## src/rtl/ldpc_pkg.sv

```systemverilog
// ldpc_pkg: shared defaults, FSM state encoding and helpers for the LDPC
// decode sequencer.
//
// Contents:
//   K_DEF, L_DEF, ADDR_WIDTH_DEF, MESSAGE_WIDTH_DEF, PIPE_LAT_DEF, READ_LAT_DEF
//     default geometry and latencies
//   ITER_W     width of the iteration limit, relay and iter_count fields
//   state_t    FSM state type, with S_* constants
//   max3()     largest of three ints, used to size the shared phase timer
package ldpc_pkg;

    localparam int K_DEF             = 6;
    localparam int L_DEF             = 32;
    localparam int ADDR_WIDTH_DEF    = 5;
    localparam int MESSAGE_WIDTH_DEF = 5;
    localparam int PIPE_LAT_DEF      = 6;
    localparam int READ_LAT_DEF      = 6;

    localparam int ITER_W  = 6;
    localparam int STATE_W = 4;

    typedef logic [STATE_W-1:0] state_t;

    localparam state_t S_IDLE      = 4'd0;
    localparam state_t S_CLEAR     = 4'd1;
    localparam state_t S_LOAD      = 4'd2;
    localparam state_t S_CNU       = 4'd3;
    localparam state_t S_CNU_DRAIN = 4'd4;
    localparam state_t S_VNU       = 4'd5;
    localparam state_t S_VNU_DRAIN = 4'd6;
    localparam state_t S_READ      = 4'd7;
    localparam state_t S_DONE      = 4'd8;

    function automatic int max3(input int a, input int b, input int c);
        int m;
        m = (a > b) ? a : b;
        return (m > c) ? m : c;
    endfunction

endpackage

```

## src/rtl/ldpc_phase_counter.sv

```systemverilog
// ldpc_phase_counter: up-counter 0..max_i that wraps to 0 on its terminal count.
//
// Ports:
//   clk, reset  clock and synchronous active-high reset
//   clr_i       force the count to 0 (wins over en_i)
//   en_i        advance one step; wraps to 0 when the count equals max_i
//   max_i       terminal value; may change between phases
//   count_o     current count
//   tc_o        count_o == max_i
module ldpc_phase_counter #(
    parameter int WIDTH = 5
) (
    input  logic             clk,
    input  logic             reset,
    input  logic             clr_i,
    input  logic             en_i,
    input  logic [WIDTH-1:0] max_i,
    output logic [WIDTH-1:0] count_o,
    output logic             tc_o
);

    logic [WIDTH-1:0] count_q;
    logic [WIDTH-1:0] count_d;

    assign tc_o    = (count_q == max_i);
    assign count_o = count_q;

    always_comb begin
        count_d = count_q;
        if (clr_i) begin
            count_d = '0;
        end else if (en_i) begin
            count_d = tc_o ? '0 : count_q + WIDTH'(1);
        end
    end

    always_ff @(posedge clk) begin
        if (reset) begin
            count_q <= '0;
        end else begin
            count_q <= count_d;
        end
    end

endmodule

```

## src/rtl/ldpc_decode_sequencer.sv

```systemverilog
// ldpc_decode_sequencer: control sequencer for a K x K block LDPC decoder.
// Loads intrinsic words into the PE memories, runs CNU/VNU iterations with
// pipeline drains, then streams the hard decisions out.
//
// Optional feature: define LDPC_SEQ_EARLY_TERM_EN to let parity_ok on the
// last VNU_DRAIN cycle end decoding early. When undefined, parity_ok is
// ignored and exactly the iteration limit runs.
//
// Ports:
//   clk, reset                   clock, synchronous active-high reset
//   start, cfg_max_iter          begin a decode (IDLE only); iteration limit (0 acts as 1)
//   in_valid, in_data, in_ready  intrinsic input stream, accepted in LOAD
//   parity_ok                    all-checks-satisfied flag from the datapath
//   dec_reset, en, f_id, relay   PE/CNU clear, enable, phase (0 CNU / 1 VNU), iteration index
//   pe_select, load_add, int_out memory load bus, one cycle after each accepted word
//   read_add, column_select      decision readout address and column strobe
//   dec_in, out_valid, out_data  decisions in; registered output stream
//   busy, done, iter_count       status
//
// state       | meaning
// ------------+---------------------------------------------------------
// IDLE        | waiting for start
// CLEAR       | one cycle of dec_reset
// LOAD        | accept K*K*L intrinsic words
// CNU         | check-node phase, en=1 for L cycles
// CNU_DRAIN   | CNU pipeline drain, PIPE_LAT cycles
// VNU         | variable-node phase, en=1 for L cycles
// VNU_DRAIN   | VNU pipeline drain, PIPE_LAT cycles; decides next iteration
// READ        | issue L read addresses, then wait READ_LAT cycles
// DONE        | one-cycle done pulse, iter_count valid
module ldpc_decode_sequencer
    import ldpc_pkg::*;
#(
    parameter int K             = K_DEF,
    parameter int L             = L_DEF,
    parameter int ADDR_WIDTH    = ADDR_WIDTH_DEF,
    parameter int MESSAGE_WIDTH = MESSAGE_WIDTH_DEF,
    parameter int PIPE_LAT      = PIPE_LAT_DEF,
    parameter int READ_LAT      = READ_LAT_DEF
) (
    input  logic                     clk,
    input  logic                     reset,
    input  logic                     start,
    input  logic [ITER_W-1:0]        cfg_max_iter,
    input  logic                     in_valid,
    input  logic [MESSAGE_WIDTH-1:0] in_data,
    output logic                     in_ready,
    input  logic                     parity_ok,
    output logic                     dec_reset,
    output logic                     en,
    output logic                     f_id,
    output logic [ITER_W-1:0]        relay,
    output logic [K*K-1:0]           pe_select,
    output logic [ADDR_WIDTH-1:0]    load_add,
    output logic [MESSAGE_WIDTH-1:0] int_out,
    output logic [ADDR_WIDTH-1:0]    read_add,
    output logic [K-1:0]             column_select,
    input  logic [K*K-1:0]           dec_in,
    output logic                     out_valid,
    output logic [K*K-1:0]           out_data,
    output logic                     busy,
    output logic                     done,
    output logic [ITER_W-1:0]        iter_count
);

    localparam int NPE  = K * K;
    localparam int PW   = $clog2(NPE);
    localparam int PH_W = $clog2(max3(L, PIPE_LAT, READ_LAT) + 1);

    localparam logic [PH_W-1:0] PH_PHASE_MAX = PH_W'(L - 1);
    localparam logic [PH_W-1:0] PH_DRAIN_MAX = PH_W'(PIPE_LAT - 1);
    localparam logic [PH_W-1:0] PH_RDLAT_MAX = PH_W'(READ_LAT - 1);

    state_t                   state_q, state_d;
    logic [ITER_W-1:0]        limit_q, limit_d;
    logic [ITER_W-1:0]        relay_q, relay_d;
    logic [ITER_W-1:0]        iter_count_q, iter_count_d;
    logic                     rd_wait_q, rd_wait_d;
    logic [NPE-1:0]           pe_sel_q;
    logic [ADDR_WIDTH-1:0]    load_add_q;
    logic [MESSAGE_WIDTH-1:0] int_out_q;
    logic [READ_LAT-1:0]      rd_pipe_q;
    logic [NPE-1:0]           out_data_q;

    logic                  accept;
    logic                  issue;
    logic                  early_term;
    logic [ADDR_WIDTH-1:0] a_count;
    logic                  a_tc;
    logic [PW-1:0]         p_count;
    logic                  p_tc;
    logic [PH_W-1:0]       ph_count;
    logic [PH_W-1:0]       ph_max;
    logic                  ph_en;
    logic                  ph_tc;
    logic                  clr_cnt;

`ifdef LDPC_SEQ_EARLY_TERM_EN
    assign early_term = parity_ok;
`else
    logic unused_parity_ok;
    assign unused_parity_ok = parity_ok;
    assign early_term       = 1'b0;
`endif

    assign accept  = (state_q == S_LOAD) && in_valid;
    assign issue   = (state_q == S_READ) && !rd_wait_q;
    assign clr_cnt = (state_q == S_CLEAR);

    // Address counter steps every accepted word; PE counter steps on its wrap.
    ldpc_phase_counter #(.WIDTH(ADDR_WIDTH)) u_addr_cnt (
        .clk     (clk),
        .reset   (reset),
        .clr_i   (clr_cnt),
        .en_i    (accept),
        .max_i   (ADDR_WIDTH'(L - 1)),
        .count_o (a_count),
        .tc_o    (a_tc)
    );

    ldpc_phase_counter #(.WIDTH(PW)) u_pe_cnt (
        .clk     (clk),
        .reset   (reset),
        .clr_i   (clr_cnt),
        .en_i    (accept && a_tc),
        .max_i   (PW'(NPE - 1)),
        .count_o (p_count),
        .tc_o    (p_tc)
    );

    // One timer serves every timed phase; it wraps to 0 exactly when the
    // FSM leaves a phase, so no explicit clear is needed between phases.
    always_comb begin
        ph_max = PH_PHASE_MAX;
        if (state_q == S_CNU_DRAIN || state_q == S_VNU_DRAIN) begin
            ph_max = PH_DRAIN_MAX;
        end else if (state_q == S_READ && rd_wait_q) begin
            ph_max = PH_RDLAT_MAX;
        end
    end

    assign ph_en = (state_q == S_CNU) || (state_q == S_CNU_DRAIN) ||
                   (state_q == S_VNU) || (state_q == S_VNU_DRAIN) ||
                   (state_q == S_READ);

    ldpc_phase_counter #(.WIDTH(PH_W)) u_phase_cnt (
        .clk     (clk),
        .reset   (reset),
        .clr_i   (clr_cnt),
        .en_i    (ph_en),
        .max_i   (ph_max),
        .count_o (ph_count),
        .tc_o    (ph_tc)
    );

    always_comb begin
        state_d      = state_q;
        limit_d      = limit_q;
        relay_d      = relay_q;
        iter_count_d = iter_count_q;
        rd_wait_d    = rd_wait_q;
        case (state_q)
            S_IDLE: begin
                if (start) begin
                    state_d = S_CLEAR;
                    limit_d = (cfg_max_iter == '0) ? ITER_W'(1) : cfg_max_iter;
                    relay_d = '0;
                end
            end
            S_CLEAR: state_d = S_LOAD;
            S_LOAD: begin
                if (accept && a_tc && p_tc) state_d = S_CNU;
            end
            S_CNU: begin
                if (ph_tc) state_d = S_CNU_DRAIN;
            end
            S_CNU_DRAIN: begin
                if (ph_tc) state_d = S_VNU;
            end
            S_VNU: begin
                if (ph_tc) state_d = S_VNU_DRAIN;
            end
            S_VNU_DRAIN: begin
                if (ph_tc) begin
                    relay_d = relay_q + ITER_W'(1);
                    if ((relay_q + ITER_W'(1) == limit_q) || early_term) begin
                        state_d   = S_READ;
                        rd_wait_d = 1'b0;
                    end else begin
                        state_d = S_CNU;
                    end
                end
            end
            S_READ: begin
                if (ph_tc) begin
                    if (!rd_wait_q) begin
                        rd_wait_d = 1'b1;
                    end else begin
                        state_d      = S_DONE;
                        iter_count_d = relay_q;
                    end
                end
            end
            S_DONE: begin
                state_d   = S_IDLE;
                relay_d   = '0;
                rd_wait_d = 1'b0;
            end
            default: state_d = S_IDLE;
        endcase
    end

    always_ff @(posedge clk) begin
        if (reset) begin
            state_q      <= S_IDLE;
            limit_q      <= '0;
            relay_q      <= '0;
            iter_count_q <= '0;
            rd_wait_q    <= 1'b0;
            pe_sel_q     <= '0;
            load_add_q   <= '0;
            int_out_q    <= '0;
            rd_pipe_q    <= '0;
            out_data_q   <= '0;
        end else begin
            state_q      <= state_d;
            limit_q      <= limit_d;
            relay_q      <= relay_d;
            iter_count_q <= iter_count_d;
            rd_wait_q    <= rd_wait_d;
            pe_sel_q     <= accept ? ({{(NPE-1){1'b0}}, 1'b1} << p_count) : '0;
            load_add_q   <= accept ? a_count : '0;
            int_out_q    <= accept ? in_data : '0;
            rd_pipe_q    <= {rd_pipe_q[READ_LAT-2:0], issue};
            // dec_in is captured one cycle before the valid bit reaches the end
            // of the pipe so that out_valid and out_data come from registers.
            out_data_q   <= rd_pipe_q[READ_LAT-2] ? dec_in : '0;
        end
    end

    assign in_ready      = (state_q == S_LOAD);
    assign dec_reset     = (state_q == S_CLEAR);
    assign en            = (state_q == S_CNU) || (state_q == S_VNU);
    assign f_id          = (state_q == S_VNU) || (state_q == S_VNU_DRAIN);
    assign relay         = relay_q;
    assign pe_select     = pe_sel_q;
    assign load_add      = load_add_q;
    assign int_out       = int_out_q;
    assign read_add      = issue ? ADDR_WIDTH'(ph_count) : '0;
    assign column_select = {K{issue}};
    assign out_valid     = rd_pipe_q[READ_LAT-1];
    assign out_data      = out_data_q;
    assign busy          = (state_q != S_IDLE);
    assign done          = (state_q == S_DONE);
    assign iter_count    = iter_count_q;

endmodule

```

## config.mk

```make
export PLATFORM = sky130hd
export DESIGN_NAME = ldpc_decode_sequencer
export DESIGN_NICKNAME = d
export VERILOG_FILES = /design/src/rtl/ldpc_pkg.sv /design/src/rtl/ldpc_phase_counter.sv /design/src/rtl/ldpc_decode_sequencer.sv
export SDC_FILE = /design/constraint.sdc
export NUM_CORES = 1
export LEC_CHECK = 0
export BUFFER_PORTS_ARGS = -buffer_cell sky130_fd_sc_hd__buf_4
export CAP_MARGIN = 20
export CORE_MARGIN = 5
export CORE_UTILIZATION = 53
export DETAILED_ROUTE_END_ITERATION = 12
export PLACE_DENSITY = 0.8
export SLEW_MARGIN = 10
export SYNTH_ARGS = -nofsm -noshare
export SYNTH_HDL_FRONTEND = slang
export SYNTH_SLANG_ARGS = --single-unit
```

## constraint.sdc

```tcl
create_clock -name clk -period 5.1 [get_ports clk]
set_input_delay 0 -clock clk [delete_from_list [all_inputs] [get_ports clk]]
set_output_delay 0 -clock clk [all_outputs]
set_load 0.01 [all_outputs]
```

Yosys cells after proc, flatten, opt, wreduce, memory -nomap -nowiden
Index checks and enable logic that the tools add are counted.

Flip-flop bits (word level): 128. Input port bits: 52. Output and inout bits: 112. Word-level logic and storage cells: 91.

Add/sub/neg operators: 4. Equal/unequal tests: 21. Shift operators: 1. Multiplexer cells: 24. Bitwise gates (word level): 2. Reduce and logical (&&, ||, !) cells: 26.

Operators with widths (number): $mux W6 (6); $shl A1 B6 Y36 const A (1); $mux W4 (8); $pmux W4 S8 (1); $add A6 B1 Y6 const B (3); $pmux W6 S3 (1); $eq A4 B3 Y1 const B (4); $mux W5 (3); $ne A2 B1 Y1 const B (7); $eq A6 B6 Y1 (2); $eq A4 B2 Y1 const B (2); $reduce_and A8 Y1 (1); $logic_or A1 B1 Y1 (7); $eq A6 B6 Y1 const B (1); $logic_not A6 Y1 (1); $reduce_and A3 Y1 (2); $reduce_bool A3 Y1 (2); $reduce_or A2 Y1 (3); $add A5 B1 Y5 const B (1); $eq A5 B5 Y1 const B (1); $logic_and A1 B1 Y1 (5); $eq A4 B1 Y1 const B (1); $eq A4 B4 Y1 const B (1); $logic_not A4 Y1 (1); other kinds (9) (13).

Logic depth before layout (Yosys ltp)
Gate-level depths: netlist (run 1).

Depth in word-level cells: 7. Mapped depth: 9. Gate-level depth less buffers: 8.

By module
From an unflattened synthesis (run 1), not the netlist that was laid out.

Cell total of the unflattened synthesis: 499. Area, all modules: 4883.4 um2.

Modules (own cells, without submodules): ldpc_decode_sequencer (times used 1, cells an instance 386, area an instance 3827.4 um2, seq. area each 2222.1 um2); ldpc_phase_counter at u_pe_cnt ... (times used 2, cells an instance 37, area an instance 345.3 um2, seq. area each 120.1 um2); ldpc_phase_counter at u_addr_cnt (times used 1, cells an instance 39, area an instance 365.4 um2, seq. area each 100.1 um2).

Worst setup path after synthesis (run 1)
No wires, ideal clock.

Path type: flip-flop to flip-flop. From: register u_addr_cnt.count_q[0], in the netlist u_addr_cnt.count_o[0]. To: register u_pe_cnt.count_q[4], in the netlist u_pe_cnt.count_o[4]. Setup time: 0.117 ns. Data arrival time: 1.597 ns. Required time: 4.983 ns. Slack: 3.386 ns. Cell stages (with the launch flop): 10. Buffers on the path: 1. Clock period less this slack: 1.714 ns. Path through: dfxtp_1 > ha_1 > and3_1 > ha_1 > and2_1 > and2_1 > buf_2 > nand4_1 > xor2_1 > nor2_1.

Longest elaborated chain between the ends: 2.

RTL lines: from (decl) (line ldpc_phase_counter.sv:22) `logic [WIDTH-1:0] count_q;`; from (signal assigned) (line ldpc_phase_counter.sv:41) `count_q <= count_d;`; $eq A5 B5 Y1 (line ldpc_phase_counter.sv:25) `assign tc_o = (count_q == max_i);`; $logic_and A1 B1 Y1 (line ldpc_decode_sequencer.sv:125) `.en_i (accept && a_tc),`; to (signal assigned) (line ldpc_phase_counter.sv:41); to (decl) (line ldpc_phase_counter.sv:22).

Every way passes these cells. A chain may end at the register's enable or synchronous reset.

Final worst setup path (run 1)
From: register state_q[1]. To: register pe_sel_q[33], in the netlist pe_select[33].

Longest elaborated chain between the ends: 4.

RTL lines: from (decl) (line ldpc_decode_sequencer.sv:74) `state_t state_q, state_d;`; from (signal assigned) (line ldpc_decode_sequencer.sv:226) `state_q <= state_d;`; $eq A4 B2 Y1 (line ldpc_decode_sequencer.sv:106) `assign accept = (state_q == S_LOAD) && in_valid;`; $logic_and A1 B1 Y1 (line ldpc_decode_sequencer.sv:106); $not A1 Y1 (no source line); $reduce_or A2 Y1 (no source line); to (signal assigned) (line ldpc_decode_sequencer.sv:231) `pe_sel_q <= accept ? ({{(NPE-1){1'b0}}, 1'b1} << p_count) : '0;`; to (decl) (line ldpc_decode_sequencer.sv:79) `logic [NPE-1:0] pe_sel_q;`.

Every way passes these cells.

==> qor.yml, run 1 <==
grt_pass1_wl_um: 21700
antenna_found_initial: 0
powerDensity_nw_per_um2: 385
clock-sinks: 128
die_w_um: 103
post_cts_buffers: 0
power.share.switching_pct: 25.8
min_to: "relay[4]"
yosys_warnings: 0
slew_headroom_pct: 59.4
nNetsFinal: 733
yosys.area.top_type: "dfxtp_1"
rr_worst_depth: 5
synthDominantCellAreaShare_pct: 55.6
die_area_um2: 10700
dieHeight_um: 103
multi_input_area_um2: 1900
finalWeightedCongestion: 0.891
worstHoldStart: "start"
synth_edf_count: 0
worst-path-stages: 5
start_kind: "flip-flop"
overflow: 0
cts_tree: "yes"
fin_setup_tns_ns: 0
power.leakage_uw: 0.00318
power_frac_comb_pct: 12.5
synth_area_um2: 4610
cts_max_path_buffers: 2
syn_area_per_cell_um2: 9.99
rows: 34
first_pass_iters: 5
hold_slack_ns: 0.0952
drcViolationCount: 0
synthArstFlopShare_pct: 0
vias: 4144
r2r-end: "pe_select[33]"
grt_max_degree: 38
io_pins: 164
crit_buf_inv: 0
numCtsBuffers: 17
drive_gt1_share_pct: 29.4
hold_buffers: 54
final.setup_skew_ns: 0.00687
peakVddDrop_v: 0.000226
worstSetupEndpointType: "flip-flop"
r2r-start: "state_q[1]"
max_freq_ghz: 0.378
fillers: 488
path_delay_family: "simple AND/OR/NAND/NOR gates"
synth_fp_nets: 523
p_int_uw: 2000
cpPeakStageDelay_ns: 0.69
register_area_um2: 2560
worst_slew_pin_slew_ns: 0.607
antenna_cells: 0
drtAntennaViolNets: 0
p_switching_uw: 697
synth_cell_types: 46
synthTopCellsByArea: "dfxtp_1 (56%), and2_1 (7.6%), nor2_1 (4.4%)"
synth_common_cells: "dfxtp_1 (128), and2_1 (56), nor2_1 (54), nand2_1 (23), and3_1 (21)"
design.core.area_um2: 8590
path_clk_slew_ns: 0.06
vias_per_cell: 5.23
root_buffer: "clkbuf_8"
cp.arrival_ns: 3.06
status: "finished clean"
pwr-share-seq_pct: 40.2
globalRouteTotalUtil_pct: 26.6
grt_pass1_vias: 4196
drtIter0Drc: 214
synth_seq_cells: 128
start_util_pct: 53.6
yosysMostFrequentCell: "dfxtp_1"
hold_depth: 4
synthCells: 461
cp_cell_sequence: "nor4b_4 > nand2_1 > nor2_1 > nand2_1 > nor2_1"
finalMaxSlewViolations: 0
rsz0062_at_grt: "false"
postCtsResizedCells: 0
insertion_delay_ns: 0.50
synth_ff_type: "dfxtp_1"
routedWlPerCell_um: 18.0
finalHoldViolCount: 0
critPathSlowestCell: "dfxtp_1"
finalCritPeriodShare_pct: 51.9
portBuffers: 162
drt_wl_total_um: 14300
cp_max_fo: 17
period_needed_ns: 2.65
drv_cap: 0
area.growth.synth_to_final_pct: 52.3
hold_path_class: "input port to flip-flop"
path_class: "flip-flop to flip-flop"
cts.htree.levels: 4
yosysSeqAreaShare_pct: 55.6
required_ns: 5.52
clkPwrFrac_pct: 47.3
r2r_slack_ns: 2.45
hpwl_um: 7590
setup_violations: 0
==> through the flow <==
stage               area [um^2]  cells  util, %  worst slack, ns  total power, uW
finish                     7010    792     81.6             2.45             2700
floorplan                  4610    461        -             3.39             1290
global route               7010    792     81.6             2.24             2790
CTS                        7000    791     81.4             2.57             2690
detailed placement         5840    705     67.9             2.74             1390
global placement           5840    705     67.9             2.82             1380
==> worst max path at each step <==
stage               slack [ns]             endpoint                  start
floorplan                 3.39  u_pe_cnt.count_o[4]  u_addr_cnt.count_o[0]
CTS                       2.57          read_add[2]             state_q[0]
detailed placement        2.74        pe_select[33]             state_q[1]
finish                    2.45        pe_select[33]             state_q[1]
global placement          2.82        pe_select[34]             state_q[1]
global route              2.24        pe_select[32]             state_q[1]
==> flip-flops by register name (all words and copies together) (netlist names) <==
name / flops
out_data: 36
pe_select: 36
iter_count: 6
limit_q: 6
rd_pipe_q: 6
relay: 6
u_pe_cnt.count_o: 6
u_phase_cnt.count_o: 6
int_out: 5
load_add: 5
u_addr_cnt.count_o: 5
state_q: 4
rd_wait_q: 1
==> area by class of cell <==
type                    count  area share [%]
multi-input cells         302            27.1
repair buffers            217            25.3
flip-flops and latches    128            36.5
well taps                 108            1.93
inverters                   5           0.268
clock buffers              18            5.96
clock inverters            14            2.91
==> metal layers <==
layer	global-route usage [%]	vias up	part of all wire, %
li1	-	1955	-
met1	28.6	1950	36
met2	48.3	194	53
met3	7.44	45	8.1
met4	11.6	0	3.2
met5	0	-	0
==> layout by cell type (no fill, tap or decap), drive strengths merged, types with 2 or more instances in the layout <==
cell type | netlist | final
a311oi | 2 | 2
ha | 10 | 10
nand2 | 23 | 23
dlygate4sd3 | 0 | 54
xnor2 | 12 | 12
bufinv | 0 | 4
or2 | 2 | 2
nand3 | 13 | 13
dfxtp | 128 | 128
o32ai | 2 | 2
clkbuf | 17 | 18
nor2b | 7 | 7
xor2 | 10 | 10
o21ai | 5 | 5
and2 | 56 | 56
inv | 4 | 8
clkinv | 1 | 5
buf | 9 | 163
nand4 | 6 | 6
nor4b | 3 | 3
nand3b | 3 | 3
nor3 | 16 | 16
and3 | 21 | 21
nor2 | 54 | 54
nor4 | 3 | 3
mux2i | 12 | 12
clkinvlp | 0 | 2
nand2b | 8 | 8
a211oi | 3 | 3
a21oi | 18 | 18
==> cells by family after synthesis <==
| kind of cell | Yosys count | synth area share, % |
|---|---|---|
| compound gates | 39 | 5.68 |
| xor+xnor | 23 | 4.67 |
| fa+ha+maj | 10 | 2.72 |
| buf+inv | 31 | 3.10 |
| flops | 128 | 55.6 |
| mux | 12 | 2.61 |
| simple gates | 218 | 25.6 |
==> worst register-to-register path: stages (launching register included) <==
cell     delay (ns)
dfxtp_1        0.69
nor4b_4        0.59
nand2_1        0.25
nor2_1         0.53
nand2_1        0.29
nor2_1         0.23
==> power groups by stage <==
stage	registers [uW]	logic (uW)	clock network (uW)
after detailed placement	1110	285	0
after floorplan	1070	219	0
after global placement	1100	278	0
after CTS	1080	332	1270
after global routing	1090	372	1330
final	1090	337	1280
(Power assumes the default switching activity.)
==> inputs of run 2 (changes only) <==
CORE_UTILIZATION = 44   (was 53)
PLACE_DENSITY = 0.71   (was 0.8)
clock period = 2.2 ns   (was 5.1 ns; I/O delays follow)
==> run 2 against run 1 <==
The flow now finishes with violations (negative hold slack); utilization shrank 12 points; via count shrank 3.4%; sequential cell count stayed put; die area is 18% higher; non-clock buffer count up 11; first-iteration DRC count down 20%; hold slack got worse by 0.095 ns; total power increased by 130%; worst setup slack worse by 2.3 ns; sequential power grew 130%; clock power increased by 110%; critical path type is now flip-flop to output port.
==> qor.yml, run 2 (synthesis gave the netlist of run 1 again) <==
dieHeight_um: 112  # +8.8%
worstSetupEndpointType: "output port"
final_cell_mix: "buf_4 (174), dfxtp_1 (127), and2_1 (56)"
rsz0062_at_grt: "false"
post_cts_buffers: 0  # unchanged
overflow: 0  # unchanged
start_kind: "flip-flop"
finalMaxSlewViolations: 0  # unchanged
clkPwrFrac_pct: 44.9  # -2.4 points
finalWeightedCongestion: 0.830  # -6.8%
drtIter0Drc: 172  # -20%
grt_max_degree: 38  # unchanged
drcViolationCount: 0  # unchanged
routedWlPerCell_um: 14.8  # -18%
fin_area_um2: 7100  # +1.3%
r2r_slack_ns: 0.19  # -2.26 ns
cp_max_fo: 11  # -6
fin_setup_tns_ns: 0  # unchanged
postPlaceCellArea_um2: 5960  # +2.1%
worst_slew_pin_slew_ns: 1.03  # +0.420 ns
grt_pass1_vias: 3980  # -5.1%
design.core.area_um2: 10300  # +20%
grt_pass1_wl_um: 19700  # -9.0%
path_clk_slew_ns: 0.06  # about the same
rr_worst_depth: 5  # unchanged
powerDensity_nw_per_um2: 859  # +120%
first_pass_iters: 4  # -1
area.growth.synth_to_final_pct: 54.3
nNetsFinal: 744  # +1.5%
slew_headroom_pct: 31.3  # -28 points
portBuffers: 162  # unchanged
cts_tree: "yes"
numCtsBuffers: 17  # unchanged
finalHoldViolCount: 1  # +1
p_int_uw: 4600  # +130%
drtAntennaViolNets: 0  # unchanged
io_pins: 164  # unchanged
peakVddDrop_v: 0.000500  # +120%
clock-sinks: 128  # unchanged
vias: 4002  # -3.4%
antenna_found_initial: 0  # unchanged
drv_cap: 0  # unchanged
hpwl_um: 8220  # +8.3%
root_buffer: "clkbuf_8"
place_ws_ns: 0.205  # -2.53 ns
drt_wl_total_um: 12300  # -14%
cp.arrival_ns: 2.03  # -1.03 ns
start_util_pct: 44.8  # -8.8 points
path_class: "flip-flop to output port"
p_switching_uw: 1510  # +120%
die_w_um: 112  # +8.8%
final_common_cell: "buf_4"
setup_violations: 0  # unchanged
drive_gt1_share_pct: 31.0  # +1.6 points
vias_per_cell: 4.82  # -7.8%
final.setup_skew_ns: 0.00776  # +0.000898 ns
antenna_cells: 0  # unchanged
max_freq_ghz: 0.494
insertion_delay_ns: 0.50  # about the same
globalRouteTotalUtil_pct: 19.1  # -7.4 points
hold_slack_ns: -0.000142  # -0.0954 ns
violations: "negative hold slack"
hold_path_class: "input port to flip-flop"
die_area_um2: 12600  # +18%
cts.htree.levels: 4  # unchanged
hold_depth: 4  # unchanged
power_frac_comb_pct: 14.6  # +2.1 points
power.leakage_uw: 0.00323  # +1.6%
setup_slack_ns: 0.175  # -2.28 ns
finalCritPeriodShare_pct: 92.1
required_ns: 2.20  # -3.32 ns
cts_max_path_buffers: 2  # unchanged
rows: 37  # +8.8%
power.share.switching_pct: 24.7  # -1.1 points
status: "finished with violations"
pwr-share-seq_pct: 40.4  # +0.2 points
period_needed_ns: 2.03
finalPower_uw: 6100  # +130%
-- run 2: timing repair --
| action | 4_1_cts | 5_1_grt |
|---|---|---|
| resized for setup | 0 | 4 |
| endpoints found under the setup margin | 0 | 26 |
| endpoints found under the hold margin | 69 | 0 |
| hold buffers | 54 | 0 |
-- run 2: through the flow --
stage          utilization (%)  cells
3_3_place_gp              58.0    745
4_1_cts                   69.0    830
2_1_floorplan                -    461
5_1_grt                   69.1    830
3_5_place_dp              58.0    745
6_report                  69.1    830
-- run 2: worst paths after layout --
check	from	end
worst min register to register	rd_pipe_q[3]	rd_pipe_q[4]
worst min-delay path	start	limit_q[0]
worst max register to register	state_q[2]	relay[2]
worst max-delay path	state_q[2]	read_add[0]
-- run 2: critical path, cell delays in order (launching register included) --
cell and delay [ns]:
dfxtp_1 0.52, nand2_1 0.14, or2_1 0.33, nor2_1 0.12, buf_4 0.17, and2_1 0.14, buf_4 0.12
-- run 2: power by group through the flow --
stage | combinational, uW | clock, uW | sequential (uW)
3_3_place_gp | 765 | 0 | 2510
5_1_grt | 982 | 2910 | 2480
6_report | 893 | 2740 | 2470
2_1_floorplan | 508 | 0 | 2490
4_1_cts | 878 | 2780 | 2460
3_5_place_dp | 772 | 0 | 2510
-- run 2: layer usage --
metal	routed length (um)	up-vias	GRT usage (%)
li1	-	1984	-
met1	5090	1861	22.6
met2	6210	140	34.0
met3	791	17	4.96
met4	177	0	5.93
met5	0	-	0
-- run 2: cell type report --
| type | count | area, um^2 |
|---|---|---|
| Inverter | 5 | 18.8 |
| Timing Repair Buffer | 228 | 1850 |
| Multi-Input combinational cell | 302 | 1920 |
| Sequential cell | 128 | 2560 |
| Clock inverter | 13 | 161 |
| Tap cell | 136 | 170 |
| Fill cell | 787 | 3170 |
| Clock buffer | 18 | 428 |
